--- config.mk ---
export PLATFORM = sky130hd
export DESIGN_NAME = decimal_entry
export DESIGN_NICKNAME = d
export VERILOG_FILES = /design/src/rtl/decimal_entry.sv
export SDC_FILE = /design/constraint.sdc
export NUM_CORES = 1
export LEC_CHECK = 0
export BUFFER_PORTS_ARGS = -buffer_cell sky130_fd_sc_hd__buf_4
export CORE_MARGIN = 4
export CORE_UTILIZATION = 25
export CTS_BUF_LIST = sky130_fd_sc_hd__clkbuf_4 sky130_fd_sc_hd__clkbuf_8 sky130_fd_sc_hd__clkbuf_16
export CTS_CLUSTER_SIZE = 16
export DETAILED_ROUTE_END_ITERATION = 16
export SLEW_MARGIN = 20
export SYNTH_ARGS = -nofsm -noshare
export SYNTH_HDL_FRONTEND = slang
export SYNTH_SLANG_ARGS = --single-unit
--- constraint.sdc ---
create_clock -name i_clk -period 7.55 [get_ports i_clk]
set_input_delay 1.1325 -clock i_clk [delete_from_list [all_inputs] [get_ports i_clk]]
set_output_delay 1.1325 -clock i_clk [all_outputs]
set_load 0.02 [all_outputs]
--- src/rtl/decimal_entry.sv ---
// decimal_entry: keypad digit collector with backspace/clear and an
// iterative BCD-to-binary converter (one nibble per clock, MSB first).
//
// Ports:
//   i_clk, i_rst     clock, asynchronous active-high reset
//   i_digit          digit value, used when i_digit_valid is high
//   i_digit_valid    append i_digit to the buffer
//   i_backspace      drop the newest digit
//   i_clear          empty the buffer
//   i_enter          start conversion of the buffered digits
//   o_digits         live BCD buffer, nibble 0 is the newest digit
//   o_count          number of buffered digits
//   o_busy           conversion in progress
//   o_amount         last converted binary value
//   o_valid          one-cycle pulse when o_amount updates
//   o_error          one-cycle pulse on a rejected digit
module decimal_entry #(
    parameter int unsigned DIGITS = 3,
    parameter int unsigned WIDTH  = 32
) (
    input  logic                           i_clk,
    input  logic                           i_rst,
    input  logic [3:0]                     i_digit,
    input  logic                           i_digit_valid,
    input  logic                           i_backspace,
    input  logic                           i_clear,
    input  logic                           i_enter,
    output logic [4*DIGITS-1:0]            o_digits,
    output logic [$clog2(DIGITS+1)-1:0]    o_count,
    output logic                           o_busy,
    output logic [WIDTH-1:0]               o_amount,
    output logic                           o_valid,
    output logic                           o_error
);

    localparam int unsigned BUF_W = 4 * DIGITS;
    localparam int unsigned CNT_W = $clog2(DIGITS + 1);
    localparam int unsigned IDX_W = (DIGITS > 1) ? $clog2(DIGITS) : 1;

    typedef enum logic {
        IDLE    = 1'b0,
        CONVERT = 1'b1
    } state_t;

    state_t             state_q,  state_d;
    logic [BUF_W-1:0]   digits_q, digits_d;
    logic [CNT_W-1:0]   count_q,  count_d;
    logic               busy_q,   busy_d;
    logic [WIDTH-1:0]   amount_q, amount_d;
    logic               valid_q,  valid_d;
    logic               error_q,  error_d;
    logic [BUF_W-1:0]   shadow_q, shadow_d;
    logic [WIDTH-1:0]   acc_q,    acc_d;
    logic [IDX_W-1:0]   idx_q,    idx_d;

    logic [3:0]         nibble;
    logic [WIDTH-1:0]   acc_next;

    // Current nibble of the conversion shadow and the acc*10+nibble step
    assign nibble   = 4'(shadow_q >> {idx_q, 2'b00});
    assign acc_next = (acc_q << 3) + (acc_q << 1) + WIDTH'(nibble);

    // State and output registers
    always_ff @(posedge i_clk or posedge i_rst) begin
        if (i_rst) begin
            state_q  <= IDLE;
            digits_q <= '0;
            count_q  <= '0;
            busy_q   <= 1'b0;
            amount_q <= '0;
            valid_q  <= 1'b0;
            error_q  <= 1'b0;
            shadow_q <= '0;
            acc_q    <= '0;
            idx_q    <= '0;
        end else begin
            state_q  <= state_d;
            digits_q <= digits_d;
            count_q  <= count_d;
            busy_q   <= busy_d;
            amount_q <= amount_d;
            valid_q  <= valid_d;
            error_q  <= error_d;
            shadow_q <= shadow_d;
            acc_q    <= acc_d;
            idx_q    <= idx_d;
        end
    end

    // Next-state: one buffer action per edge in IDLE, one nibble per edge in CONVERT
    always_comb begin
        state_d  = state_q;
        digits_d = digits_q;
        count_d  = count_q;
        busy_d   = busy_q;
        amount_d = amount_q;
        valid_d  = 1'b0;
        error_d  = 1'b0;
        shadow_d = shadow_q;
        acc_d    = acc_q;
        idx_d    = idx_q;

        case (state_q)
            IDLE: begin
                if (i_clear) begin
                    digits_d = '0;
                    count_d  = '0;
                end else if (i_enter) begin
                    shadow_d = digits_q;
                    acc_d    = '0;
                    idx_d    = IDX_W'(DIGITS - 1);
                    busy_d   = 1'b1;
                    state_d  = CONVERT;
                end else if (i_backspace) begin
                    if (count_q != '0) begin
                        digits_d = digits_q >> 4;
                        count_d  = count_q - CNT_W'(1);
                    end
                end else if (i_digit_valid) begin
                    if (i_digit <= 4'd9 && count_q < CNT_W'(DIGITS)) begin
                        digits_d = (digits_q << 4) | BUF_W'(i_digit);
                        count_d  = count_q + CNT_W'(1);
                    end else begin
                        error_d = 1'b1;
                    end
                end
            end

            CONVERT: begin
                if (idx_q == '0) begin
                    amount_d = acc_next;
                    valid_d  = 1'b1;
                    digits_d = '0;
                    count_d  = '0;
                    busy_d   = 1'b0;
                    acc_d    = '0;
                    state_d  = IDLE;
                end else begin
                    acc_d = acc_next;
                    idx_d = idx_q - IDX_W'(1);
                end
            end

            default: state_d = IDLE;
        endcase
    end

    assign o_digits = digits_q;
    assign o_count  = count_q;
    assign o_busy   = busy_q;
    assign o_amount = amount_q;
    assign o_valid  = valid_q;
    assign o_error  = error_q;

endmodule

Word level (Yosys, flattened, before mapping)
Cells that the tools add are included.
{"block": "word_totals", "regBits": 95, "input_bits": 10, "out_inout_bits": 49, "word_cells": 78}
{"block": "op_classes", "addsub": 5, "n_lt_le_gt_ge": 2, "eq_ne": 8, "shifts": 1, "mux": 40, "bitwise_logic": 3, "n_reduce_logical": 9}
{"cell": "two-way mux 31 bit", "n": 3}
{"cell": "two-way mux 12 bit", "n": 7}
{"cell": "case mux 31 bit (2 select lines)", "n": 1}
{"cell": "adder 32 bit", "n": 1}
{"cell": "adder 32 x 4 -> 32 bit", "n": 1}
{"cell": "case mux 12 bit (2 select lines)", "n": 1}
{"cell": "two-way mux 2 bit", "n": 10}
{"cell": "two-way mux 1 bit", "n": 14}
{"cell": "!= test 4 bit (second input constant)", "n": 3}
{"cell": "bitwise OR 12 x 4 -> 12 bit", "n": 1}
{"cell": ">> shifter 12 x 4 -> 4 bit", "n": 1}
{"cell": "AND reduction 3 bit", "n": 3}
{"cell": "case mux 2 bit (2 select lines)", "n": 2}
{"cell": "!= test 2 bit (second input constant)", "n": 3}
{"cell": "AND reduction 5 bit", "n": 1}
{"cell": "less-or-equal comparator 4 bit (second input constant)", "n": 1}
{"cell": "case mux 1 bit (2 select lines)", "n": 2}
{"cell": "AND reduction 2 bit", "n": 2}
{"cell": "subtractor 2 x 1 -> 2 bit (second input constant)", "n": 2}
{"cell": "!= test 3 bit (second input constant)", "n": 1}
{"cell": "adder 2 x 1 -> 2 bit (second input constant)", "n": 1}
{"cell": "logical NOT 2 bit", "n": 1}
{"cell": "less-than comparator 2 bit (second input constant)", "n": 1}
{"cell": "!= test 2 x 1 -> 1 bit (second input constant)", "n": 1}
{"cell": "3 further kinds", "n": 4}

Logic depth before layout (Yosys ltp)
{"block": "depth", "depth_word": 8, "depth_mapped": 15, "mapped_depth_nobuf": 15}

Least setup slack after synthesis
No wires, ideal clock.
{"block": "synth_path", "path_kind": "register to register", "start": "register idx_q[1]", "end": "register amount_q[30], in the netlist o_amount[30]", "setup_time_ps": 147, "t_arrival_ps": 3151, "t_required_ps": 7403, "setup_slack_ps": 4252, "stages_incl_launch_ff": 14, "path_buffers": 1, "period_less_slack_ps": 3298, "cell_sequence": "dfrtp_1 clkbuf_1 mux2i_1 nor2_1 a21oi_1 fa_1 fa_1 nor2b_1 o2111ai_1 a211oi_1 nor2_1 o21ai_1 mux2i_1 o311ai_0"}
{"block": "synth_between", "elab_chain_cells": 2, "word_cells_on_any_way": 4, "cone_classes": "add/sub: 1; shift: 1; reduce/logical: 2"}
{"element": "start: declaration", "line_no": "54", "text": "logic [IDX_W-1:0] idx_q, idx_d;"}
{"element": "start signal: assignment", "line_no": "86", "text": "idx_q <= idx_d;"}
{"element": ">> shifter 12 x 4 -> 4 bit / logical NOT 2 bit (equally long branches)", "line_no": "60, 130"}
{"element": "adder 32 x 4 -> 32 bit / AND reduction 2 bit (equally long branches)"}
{"element": "end signal: assignment", "line_no": "81", "text": "amount_q <= amount_d;"}
{"element": "end: declaration", "line_no": "49", "text": "logic [WIDTH-1:0] amount_q, amount_d;"}
Several ways; a longest one is shown, not always the timed one.
A chain may end at the register's enable or synchronous reset.

Final worst setup path
{"block": "layout_path", "start": "register idx_q[1]", "end": "register acc_q[30]"}
{"block": "layout_between", "elab_chain_cells": 4, "word_cells_on_any_way": 5, "cone_classes": "add/sub: 1; shift: 1; mux: 2; reduce/logical: 1"}
{"element": ">> shifter 12 x 4 -> 4 bit", "line_no": "60", "text": "assign nibble = 4'(shadow_q >> {idx_q, 2'b00});"}
{"element": "adder 32 x 4 -> 32 bit", "line_no": "61", "text": "assign acc_next = (acc_q << 3) + (acc_q << 1) + WIDTH'(nibble);"}
{"element": "two-way mux 31 bit *", "line_no": "130", "text": "if (idx_q == '0) begin"}
{"element": "case mux 31 bit (2 select lines) *", "line_no": "103", "text": "case (state_q)"}
{"element": "end signal: assignment", "line_no": "74", "text": "acc_q <= '0;"}
{"element": "end signal: assignment", "line_no": "85", "text": "acc_q <= acc_d;"}
{"element": "end: declaration", "line_no": "53", "text": "logic [WIDTH-1:0] acc_q, acc_d;"}
Every way passes the cells marked *; elsewhere a longest branch is shown, timed or not.

==> results.md <==
- Critical path type: flip-flop to flip-flop
- Seq/Total Area, Yosys: 0.407
- Max-slew violations: 0
- Leakage: roughly 3.4 nW
- Num ports: 59
- Final weighted congestion in routability-driven placement: 0.851
- Final hold vios: 0
- Design area: about 0.0069 mm2
- Commonest non-fill, non-tap cell in the layout: nand2_1
- Vias in the first global route: around 4.7k
- Worst EP arrival: approximately 4 ns
- Worst setup EP type: flip-flop
- Critical Path Source Type: flip-flop
- Initial Utilization: 0.256
- Post-layout util: 0.301
- Fin Setup TNS: 0 ns
- Hold buffers post-CTS: 0
- Worst relative slew slack: 0.438
- Drt drc: 0
- Setup violation total in the final timing report: 0
- Routed via count: about 4.5k
- Final min period: around 3.7 ns
- Area growth from synthesis to layout: 17.7%
- Hold crit path type: flip-flop to flip-flop
- Post-synth EDFFs: 0
- Mapped Nets: just under 700
- Post-synthesis cell type count: 64
- Clock Latency Late Sink: roughly 0.36 ns
- Die height: 161 um
- CP required: a little under 8 ns
- Drt pass-1 iters: 4
- Die area: roughly 0.026 mm2
- FF+latch count, synth: 95
- Crit Path Max Fanout: 7
- Cells after synthesis: 604
- Rows: 55
- Cell Area, Placed: about 0.0066 mm2
- Worst Max-Slew Pin Slew: around 0.84 ns
- CTS tree: built
- CTS HTree Levels: 3
- Commonest cells after routing, fill and taps aside: 101 x nand2_1, 95 x dfrtp_1, 63 x buf_4
- Top FF cell, synth: dfrtp_1
- Overall Global Routing Usage: 0.116
- Iter 0 DRT Violations: about 190
- Post-DP HPWL: ~11 mm
- Root Buffer: clkbuf_16
- Async SR Flop Fraction: 1.00
- Core Box Area: about 0.023 mm2
- Grt ovf: 0
- Die width: 161 um
- Status: finished clean
- Layout Nets: roughly 720
- Clock slew at reported path FFs: 0.08 ns
- Cts repair resizes: 0
- First-pass GRT wire length: 24.6 mm
- RSZ-0062 raised after global routing: no
- Drt total wl: ~14 mm
- Share of layout cells above drive strength 1: 0.188
- PD cells: about 340 mW/mm2
- Syn Area/Cell: between 9 and 10 um2
- Routed len/inst: ~15 um
- Largest net degree at the start of global routing: 63
- Setup Buffers After CTS: 0
- Fmax: ~0.27 GHz
- Fin crit share: 0.492
- Cell Area, Synth: 0.00585 mm2
- Worst VDD drop: around 0.13 mV
- Antenna Nets Post-Route: 0
- IO buf count: just under 60
- Routed vias/inst: 4.64
- Synthesis Warnings: 0
- Total CTS buffers: 9
- CTS Buffer Depth: 2
- MaxCap Viol Count: 0
- Diodes inserted: 0
- Initial antenna violation count: 0
- Clock Skews: between 0.01 and 0.015 ns
- Clock sink count: 95
## path summary, 6_finish.rpt
kind                              startpoint      endpoint  slack, ns  depth (start not counted)
worst max-delay path                idx_q[1]     acc_q[30]       3.84                         12
worst min-delay path            o_amount[16]  o_amount[16]       0.48                          2
worst max register to register      idx_q[1]     acc_q[30]       3.84                         12
worst min register to register  o_amount[16]  o_amount[16]       0.48                          2
max in group asynchronous              i_rst      acc_q[9]       5.64                          3
min in group asynchronous              i_rst       o_valid       0.78                          2
## per-layer routing
| layer | vias to the layer above | global-route usage | part of all wire | routed length [um] |
|---|---|---|---|---|
| li1 | 2254 | - | - | - |
| met1 | 2177 | 0.149 | 0.47 | 6610 |
| met2 | 53 | 0.195 | 0.49 | 6890 |
| met3 | 16 | 0.0249 | 0.030 | 422 |
| met4 | 0 | 0.0419 | 0.020 | 279 |
| met5 | - | 0 | 0 | 0 |
## power breakdown
part	total (W)	internal, W	leakage [nW]	switching, W
Combinational	0.00111	0.000417	1.96	0.000695
Sequential	0.000779	0.000655	1.30	0.000124
Clock	0.000462	0.000241	0.148	0.000221
Total	0.00235	0.00131	3.41	0.00104
## kinds of logic (layout without fill, tap and decap cells)
family,after synthesis,after routing,synth area share
and+or+nand+nor,179,179,0.137
AOI/OAI and AO/OA,156,156,0.178
DFF,95,95,0.407
adders and majority gates,61,61,0.133
buffers and inverters,50,102,0.0389
muxes,36,36,0.0661
xor gates and xnor gates,27,27,0.0404
## stage by stage
stage / total power (W) / worst slack, ns / hold slack [ns] / std cells
after floorplan: 0.00157 / 3.94 / 0.453 / 604
after global placement: 0.00190 / 4.02 / 0.463 / 953
after detailed placement: 0.00192 / 3.90 / 0.465 / 953
after CTS: 0.00239 / 3.85 / 0.490 / 969
after global routing: 0.00255 / 3.53 / 0.508 / 969
final: 0.00235 / 3.84 / 0.481 / 969
## flip-flops by register name (all words and copies together), names as in the netlist
| signal | count |
|---|---|
| acc_q | 31 |
| idx_q | 2 |
| o_amount | 32 |
| o_busy | 1 |
| o_count | 2 |
| o_digits | 12 |
| o_error | 1 |
| o_valid | 1 |
| shadow_q | 12 |
| state_q | 1 |
## critical path: stages (launching register included)
cell	delay (ns)
dfrtp_1	0.51
mux2i_1	0.22
nor2_1	0.05
a21oi_1	0.16
fa_1	0.48
fa_1	0.48
nor2b_1	0.18
o2111ai_1	0.16
a211oi_1	0.47
nor2_1	0.20
o21ai_1	0.28
mux2i_1	0.22
o311ai_0	0.15
## synth_stat cells, drive strengths merged, types with 5 or more instances
cell,instances,area share
buf,5,0.0047
nor2,28,0.018
xor2,10,0.015
dfrtp,95,0.41
inv,23,0.015
and3,7,0.0079
ha,59,0.13
a22o,19,0.028
mux2,21,0.040
nand2,101,0.065
nor3,7,0.0068
mux2i,15,0.026
o21ai,51,0.045
clkbuf,22,0.019
nand3,10,0.0086
nand4,9,0.011
a21oi,37,0.032
xnor2,17,0.025
o31ai,10,0.013
## final cells by class
cell class	instances	area, um2
Multi-Input combinational cell	459	3250
Fill cell	2425	16000
Clock buffer	10	239
Clock inverter	6	62.6
Inverter	23	88.8
Sequential cell	95	2380
Timing Repair Buffer	63	473
Tap cell	313	392
Note: power is estimated with default switching activity, not from simulation.
